<file path="config.mk">
export PLATFORM = sky130hd
export DESIGN_NAME = lcd_char_writer
export DESIGN_NICKNAME = d
export VERILOG_FILES = /design/src/rtl/lcd_char_writer.sv
export SDC_FILE = /design/constraint.sdc
export NUM_CORES = 1
export LEC_CHECK = 0
export ABC_AREA = 1
export CORE_MARGIN = 3
export CORE_UTILIZATION = 58
export DETAILED_ROUTE_END_ITERATION = 8
export PLACE_DENSITY = 0.8
export RECOVER_POWER = 25
export SKIP_LAST_GASP = 1
export SLEW_MARGIN = 20
export SYNTH_ARGS = -nofsm -noshare
export SYNTH_HDL_FRONTEND = slang
export SYNTH_SLANG_ARGS = --single-unit
</file>
<file path="constraint.sdc">
create_clock -name clk -period 2 [get_ports clk]
set_clock_uncertainty 0.05 [all_clocks]
set_input_delay 0.6 -clock clk [delete_from_list [all_inputs] [get_ports clk]]
set_output_delay 0.6 -clock clk [all_outputs]
set_load 0.03 [all_outputs]
</file>
<file path="src/rtl/lcd_char_writer.sv">
// lcd_char_writer: power-on init plus character/clear writes to an 8-bit HD44780-style LCD.
// Define LCD_LINE_WRAP_EN for two-line wrapping (0xC0 at column 16, 0x80 at column 32).
module lcd_char_writer #(
  parameter int PWR_DLY = 750000,
  parameter int E_CYC   = 25,
  parameter int CMD_DLY = 2500,
  parameter int CLR_DLY = 100000
) (
  input  logic       clk,
  input  logic       rst,
  input  logic [7:0] i_char,
  input  logic       i_char_vld,
  input  logic       i_clr,
  output logic       o_ready,
  output logic       lcd_e,
  output logic       lcd_rs,
  output logic       lcd_rw,
  output logic [7:0] lcd_data
);
  localparam int MAX_A = PWR_DLY > CLR_DLY ? PWR_DLY : CLR_DLY;
  localparam int MAX_B = CMD_DLY > E_CYC ? CMD_DLY : E_CYC;
  localparam int MAX_D = MAX_A > MAX_B ? MAX_A : MAX_B;
  localparam int CW = $clog2(MAX_D + 1);
  localparam logic [CW-1:0] PWR_END = CW'(PWR_DLY - 1);
  localparam logic [CW-1:0] E_END   = CW'(E_CYC - 1);
  localparam logic [CW-1:0] CMD_END = CW'(CMD_DLY - 1);
  localparam logic [CW-1:0] CLR_END = CW'(CLR_DLY - 1);
  localparam logic [1:0] K_INIT = 2'd0, K_CHAR = 2'd1, K_CMD = 2'd2;

  typedef enum logic [2:0] {PWR_WAIT, INIT, IDLE, SETUP, EHIGH, WAIT, NEWLINE} state_t;

  state_t          r_state, w_state_nxt;
  logic [CW-1:0]   r_cnt, w_cnt_nxt;
  logic [4:0]      r_col, w_col_nxt;
  logic [1:0]      r_idx, w_idx_nxt;
  logic [1:0]      r_kind, w_kind_nxt;
  logic            r_rs, w_rs_nxt;
  logic [7:0]      r_data, w_data_nxt;
  logic [7:0]      w_init_cmd, w_nl_cmd;
  logic [CW-1:0]   w_dly_end;
  logic            w_line_end;

  assign w_init_cmd = r_idx == 2'd0 ? 8'h38 : r_idx == 2'd1 ? 8'h0C : r_idx == 2'd2 ? 8'h06 : 8'h01;
  assign w_dly_end  = (!r_rs && r_data == 8'h01) ? CLR_END : CMD_END;

  // line_end is judged on the column before the increment of the finishing character
`ifdef LCD_LINE_WRAP_EN
  assign w_line_end = r_col == 5'd15 || r_col == 5'd31;
  assign w_nl_cmd   = r_col == 5'd16 ? 8'hC0 : 8'h80;
`else
  assign w_line_end = r_col == 5'd15;
  assign w_nl_cmd   = 8'h80;
`endif

  always_comb begin
    w_state_nxt = r_state;
    w_cnt_nxt   = r_cnt;
    w_col_nxt   = r_col;
    w_idx_nxt   = r_idx;
    w_kind_nxt  = r_kind;
    w_rs_nxt    = r_rs;
    w_data_nxt  = r_data;
    case (r_state)
      PWR_WAIT: begin
        w_cnt_nxt   = r_cnt == PWR_END ? '0 : r_cnt + 1'b1;
        w_state_nxt = r_cnt == PWR_END ? INIT : PWR_WAIT;
      end
      INIT: begin
        w_state_nxt = SETUP;
        w_rs_nxt    = 1'b0;
        w_data_nxt  = w_init_cmd;
        w_kind_nxt  = K_INIT;
      end
      IDLE: begin
        if (i_clr) begin
          w_state_nxt = SETUP;
          w_rs_nxt    = 1'b0;
          w_data_nxt  = 8'h01;
          w_kind_nxt  = K_CMD;
          w_col_nxt   = '0;
        end else if (i_char_vld) begin
          w_state_nxt = SETUP;
          w_rs_nxt    = 1'b1;
          w_data_nxt  = i_char;
          w_kind_nxt  = K_CHAR;
        end
      end
      SETUP: w_state_nxt = EHIGH;
      EHIGH: begin
        w_cnt_nxt   = r_cnt == E_END ? '0 : r_cnt + 1'b1;
        w_state_nxt = r_cnt == E_END ? WAIT : EHIGH;
      end
      WAIT: begin
        w_cnt_nxt = r_cnt + 1'b1;
        if (r_cnt == w_dly_end) begin
          w_cnt_nxt = '0;
          if (r_kind == K_INIT) begin
            w_state_nxt = r_idx == 2'd3 ? IDLE : INIT;
            w_idx_nxt   = r_idx + 1'b1;
            w_col_nxt   = '0;
          end else if (r_kind == K_CHAR) begin
            w_state_nxt = w_line_end ? NEWLINE : IDLE;
            w_col_nxt   = r_col + 1'b1;
          end else begin
            w_state_nxt = IDLE;
          end
        end
      end
      NEWLINE: begin
        w_state_nxt = SETUP;
        w_rs_nxt    = 1'b0;
        w_data_nxt  = w_nl_cmd;
        w_kind_nxt  = K_CMD;
        w_col_nxt   = w_nl_cmd == 8'h80 ? '0 : r_col;
      end
      default: w_state_nxt = PWR_WAIT;
    endcase
  end

  always_ff @(posedge clk or negedge rst) begin
    if (!rst) begin
      r_state <= PWR_WAIT;
      r_cnt   <= '0;
      r_col   <= '0;
      r_idx   <= '0;
      r_kind  <= K_INIT;
      r_rs    <= 1'b0;
      r_data  <= '0;
    end else begin
      r_state <= w_state_nxt;
      r_cnt   <= w_cnt_nxt;
      r_col   <= w_col_nxt;
      r_idx   <= w_idx_nxt;
      r_kind  <= w_kind_nxt;
      r_rs    <= w_rs_nxt;
      r_data  <= w_data_nxt;
    end
  end

  // decoded straight from the state so reset removes the enable without waiting for a clock
  assign lcd_e    = r_state == EHIGH;
  assign o_ready  = r_state == IDLE;
  assign lcd_rs   = r_rs;
  assign lcd_data = r_data;
  assign lcd_rw   = 1'b0;
endmodule
</file>
# [Yosys cells after proc, flatten, opt, wreduce, memory -nomap -nowiden]
# Index checks and enable logic that the tools add are counted.
[classes] n_addsub=3 eq_ne=19 muxes=32 n_reduce_logical=15
[op_table] cell="$mux 20" count=3
[op_table] cell="$pmux 20 s3" count=1
[op_table] cell="$pmux 8 s3" count=1
[op_table] cell="$mux 3" count=7
[op_table] cell="$add 20x1->20 const B" count=1
[op_table] cell="$eq 20x17->1" count=1
[op_table] cell="$eq 20x20->1 const B" count=1
[op_table] cell="$eq 20x5->1 const B" count=1
[op_table] cell="$mux 5" count=4
[op_table] cell="$pmux 3 s6" count=1
[op_table] cell="$mux 17" count=1
[op_table] cell="$mux 8" count=2
[op_table] cell="$pmux 5 s3" count=1
[op_table] cell="$eq 3x3->1 const B" count=3
[op_table] cell="$reduce_bool 3->1" count=3
[op_table] cell="$eq 8x1->1 const B" count=1
[op_table] cell="$eq 3x2->1 const B" count=2
[op_table] cell="$mux 2" count=3
[op_table] cell="$mux 6" count=1
[op_table] cell="$ne 3x3->1 const B" count=2
[op_table] cell="$pmux 2 s3" count=1
[op_table] cell="$reduce_and 2->1" count=3
[op_table] cell="$add 5x1->5 const B" count=1
[op_table] cell="$eq 5x4->1 const B" count=1
[op_table] cell="other kinds (16)" count=23
[word_totals] register_bits=41 in_bits=12 output_inout_bits=12

# [Longest topological paths before layout]
[depth] ltp_word=6 mapped_depth=12 depth_no_buf=12

# [Worst setup path after synthesis]
# No wires, ideal clock.
[synth_timing] path_kind="reg2out" start="register r_state[0]" end="output o_ready" arrival_ps=1024 required_ps=1350 slack_ps=326 path_stages_with_launch=4 path_buffers=0 cell_sequence="dfrtp_1 inv_2 nand2_4 nor2_1"
[synth_between] elab_chain_cells=1
[synth_lines] element="start, declared" line="32" rtl="state_t r_state, w_state_nxt;"
[synth_lines] element="start signal, assigned" line="130" rtl="r_state <= w_state_nxt;"
[synth_lines] element="$eq 3x2->1" line="142" rtl="assign o_ready = r_state == IDLE;"
[synth_lines] element="end, declared" line="14" rtl="output logic o_ready,"
# Every way passes these cells.

# [Worst setup path after layout]
# Ends and elaborated chain as after synthesis.

==> results.py <==
metrics = {
    "status": {
        "status": "complete, no violations",
    },
    "sta": {
        "hold_violations": 0,
        "setup_viol": 0,
        "post-route-min-period_ps": 1910,
        "slew-limit-headroom": 0.375,
        "worstMarginPinSlew_ps": 938,
        "hold-worst-slack_ps": 361,
        "slew_viol_final": 0,
        "fmax_ghz": 0.524,
        "rsz0062_at_grt": "no",
        "period_share": 0.955,
    },
    "place": {
        "place_congestion": 0.946,
        "dpl_cell_area_um2": 3090,
        "hpwl_um": 4950,
        "numPortBuffers": 22,
        "place_inst": 452,
    },
    "critical_path": {
        "setup.worst_path.class": "register to output port",
        "crit_arrival_ps": 1260,
        "worst-path-max-fanout": 10,
        "critPathLaunchType": "register",
        "worstSetupEndpointType": "output port",
        "worst_ep_required_time_ps": 1350,
    },
    "synth": {
        "synth_edf_count": 0,
        "synth_cell_types": 41,
        "synth_flop_cell": "dfrtp_1",
        "post-synth-top-count-cell": "nand2_1",
        "syn_avg_cell_area_um2": 7.35,
        "ys_warn_count": 0,
        "syn_area_um2": 2750,
        "synth.cells.most_frequent": "95 x nand2_1, 44 x nor2_1, 43 x inv_1, 41 x dfrtp_1, 33 x nand3_1",
        "synth_area_leaders": "dfrtp_1 37%, nand2_1 13%, nand3_1 6.0%, nor2_1 6.0%, inv_1 5.9%",
        "ys_ff_latch": 41,
        "syn_inst": 374,
        "synthArstFlopShare": 1.00,
        "synth_top_area_frac": 0.373,
        "synth_fp_nets": 394,
        "ys_seq_area_frac": 0.373,
        "synth_area_leader_cell": "dfrtp_1",
    },
    "cts": {
        "path_clk_slew_ps": 90,
        "cts_max_path_buffers": 2,
        "cts_tree": "yes",
        "htree_num_levels": 2,
        "clkLatencyLatePin_ps": 300,
        "root_buffer": "clkbuf_8",
        "clkSinkCount": 41,
        "post_cts_buffers": 0,
        "cts_made_buffers": 5,
        "ctsHoldBuffers": 0,
    },
    "global_routing": {
        "grt_pass1_vias": 2387,
        "grt_max_degree": 26,
        "grt_pass1_wl_um": 11300,
        "antenna_found_initial": 0,
        "gr-total-overflow": 0,
        "groute.usage.overall": 0.262,
    },
    "die": {
        "io_pins": 24,
        "start_util": 0.615,
        "die_area_um2": 5600,
        "die_h_um": 74.9,
        "die_w_um": 74.9,
        "core_area_um2": 4470,
        "placementRows": 24,
    },
    "detailed_routing": {
        "route.detailed.drc": 0,
        "drt_iter0_drc": 206,
        "num_vias": 2634,
        "drt_first_pass_iters": 5,
        "drt-wirelength-per-cell_um": 14.5,
        "antenna_left": 0,
        "routed_via_density": 5.73,
        "wirelength_um": 6670,
    },
    "cells_and_area": {
        "diodes": 0,
        "syn2layout_area_growth_pct": 16.7,
        "instances_no_fill": 460,
        "layout-drive-gt1-share": 0.125,
        "layout.nets": 427,
        "design_area_um2": 3210,
    },
    "job": {
        "maxCapViolations": 0,
    },
    "hold_path": {
        "hold_path_class": "primary input to asynchronous set/reset pin",
    },
    "power": {
        "p_per_area_nw_per_um2": 521,
        "leakagePower_nw": 1.59,
        "vdd_ir_drop_max_mv": 0.367,
    },
}
-- worst paths after layout --
path | from | endpoint | slack [ps] | cells after the start
setup / recovery | r_state[0] | o_ready | 90 | 4
hold / removal | rst | r_cnt[10] | 360 | 1
setup reg to reg | r_cnt[1] | r_cnt[1] | 90 | 10
hold reg to reg | r_col[3] | r_col[3] | 440 | 2
max in group asynchronous | rst | r_state[1] | 350 | 2
min in group clk | r_col[3] | r_col[3] | 440 | 2
-- cells by family (layout without fill, tap and decap cells) --
family                   Yosys count  after routing  share of synthesized area
AO/OA/AOI/OAI                     31             31                     0.0673
other                              1              1                    0.00136
buffers and inverters             59             93                     0.0933
flip-flops                        41             41                      0.373
adder cells (fa/ha/maj)            8              8                     0.0364
AND/OR/NAND/NOR                  221            221                      0.387
XOR/XNOR                          13             13                     0.0414
-- layout make-up --
cell class                 instances  area, um2
clock buffer                       5       68.8
clock inverter                     3       65.1
fill                             364       1260
inverter                          50        195
multi-input combinational        274       1470
sequential                        41       1030
tap                               52       65.1
timing repair buffer              35        317
-- what timing repair did --
item	4_1_cts	5_1_grt
pin swaps	0	0
endpoints found under the setup margin	6	6
resized for setup	6	6
-- registers in the layout (all words and copies together) (netlist names) --
| signal | flops |
|---|---|
| r_col | 5 |
| r_kind | 2 |
| r_state | 3 |
| r_cnt | 20 |
| lcd_rs | 1 |
| r_idx | 2 |
| lcd_data | 8 |
-- layer usage --
layer  up-vias  track usage  routed length, um
met5         -            0                  0
met1      1236        0.381               3100
met3         9       0.0694                586
li1       1275            -                  -
met4         0       0.0711                 68
met2       114        0.388               2920
-- critical path, stage by stage (launching register included) --
cell	delay [ps]
dfrtp_2	450
inv_2	110
nand2_4	100
nor2_1	130
buf_4	170
-- layout by cell type (no fill, tap or decap), types with 4 or more instances in the layout --
cell | Yosys | routed
nand2_1 | 95 | 94
nor2_1 | 44 | 44
inv_1 | 43 | 43
dfrtp_1 | 41 | 39
nand3_1 | 33 | 33
nand4_1 | 13 | 13
o21ai_0 | 13 | 13
buf_4 | 2 | 13
xor2_1 | 12 | 12
clkdlybuf4s50_1 | 0 | 10
nand3b_1 | 8 | 8
ha_1 | 8 | 8
nor3_1 | 6 | 6
dlygate4sd2_1 | 0 | 6
nand2_2 | 4 | 5
clkbuf_8 | 0 | 5
nor2_2 | 4 | 4
inv_2 | 4 | 4
a21oi_1 | 4 | 4
-- power by group --
group          leakage, nW  internal (mW)  total, mW  switching (mW)
sequential           0.530          0.828      0.828               0
combinational        0.992         0.0180     0.0401          0.0221
clock               0.0681          0.496      0.804           0.308
-- per-stage QoR --
stage | util | setup TNS (ps) | setup slack, ps | total power, mW
5_1_grt | 0.717 | 0 | 18.3 | 1.73
6_report | 0.717 | 0 | 90.9 | 1.67
3_5_place_dp | 0.690 | -1.87 | -1.87 | 0.890
3_3_place_gp | 0.690 | 0 | 99.5 | 0.890
2_1_floorplan | - | 0 | 326 | 0.849
4_1_cts | 0.718 | 0 | 11.0 | 1.69
Note: power is estimated with default switching activity, not from simulation.
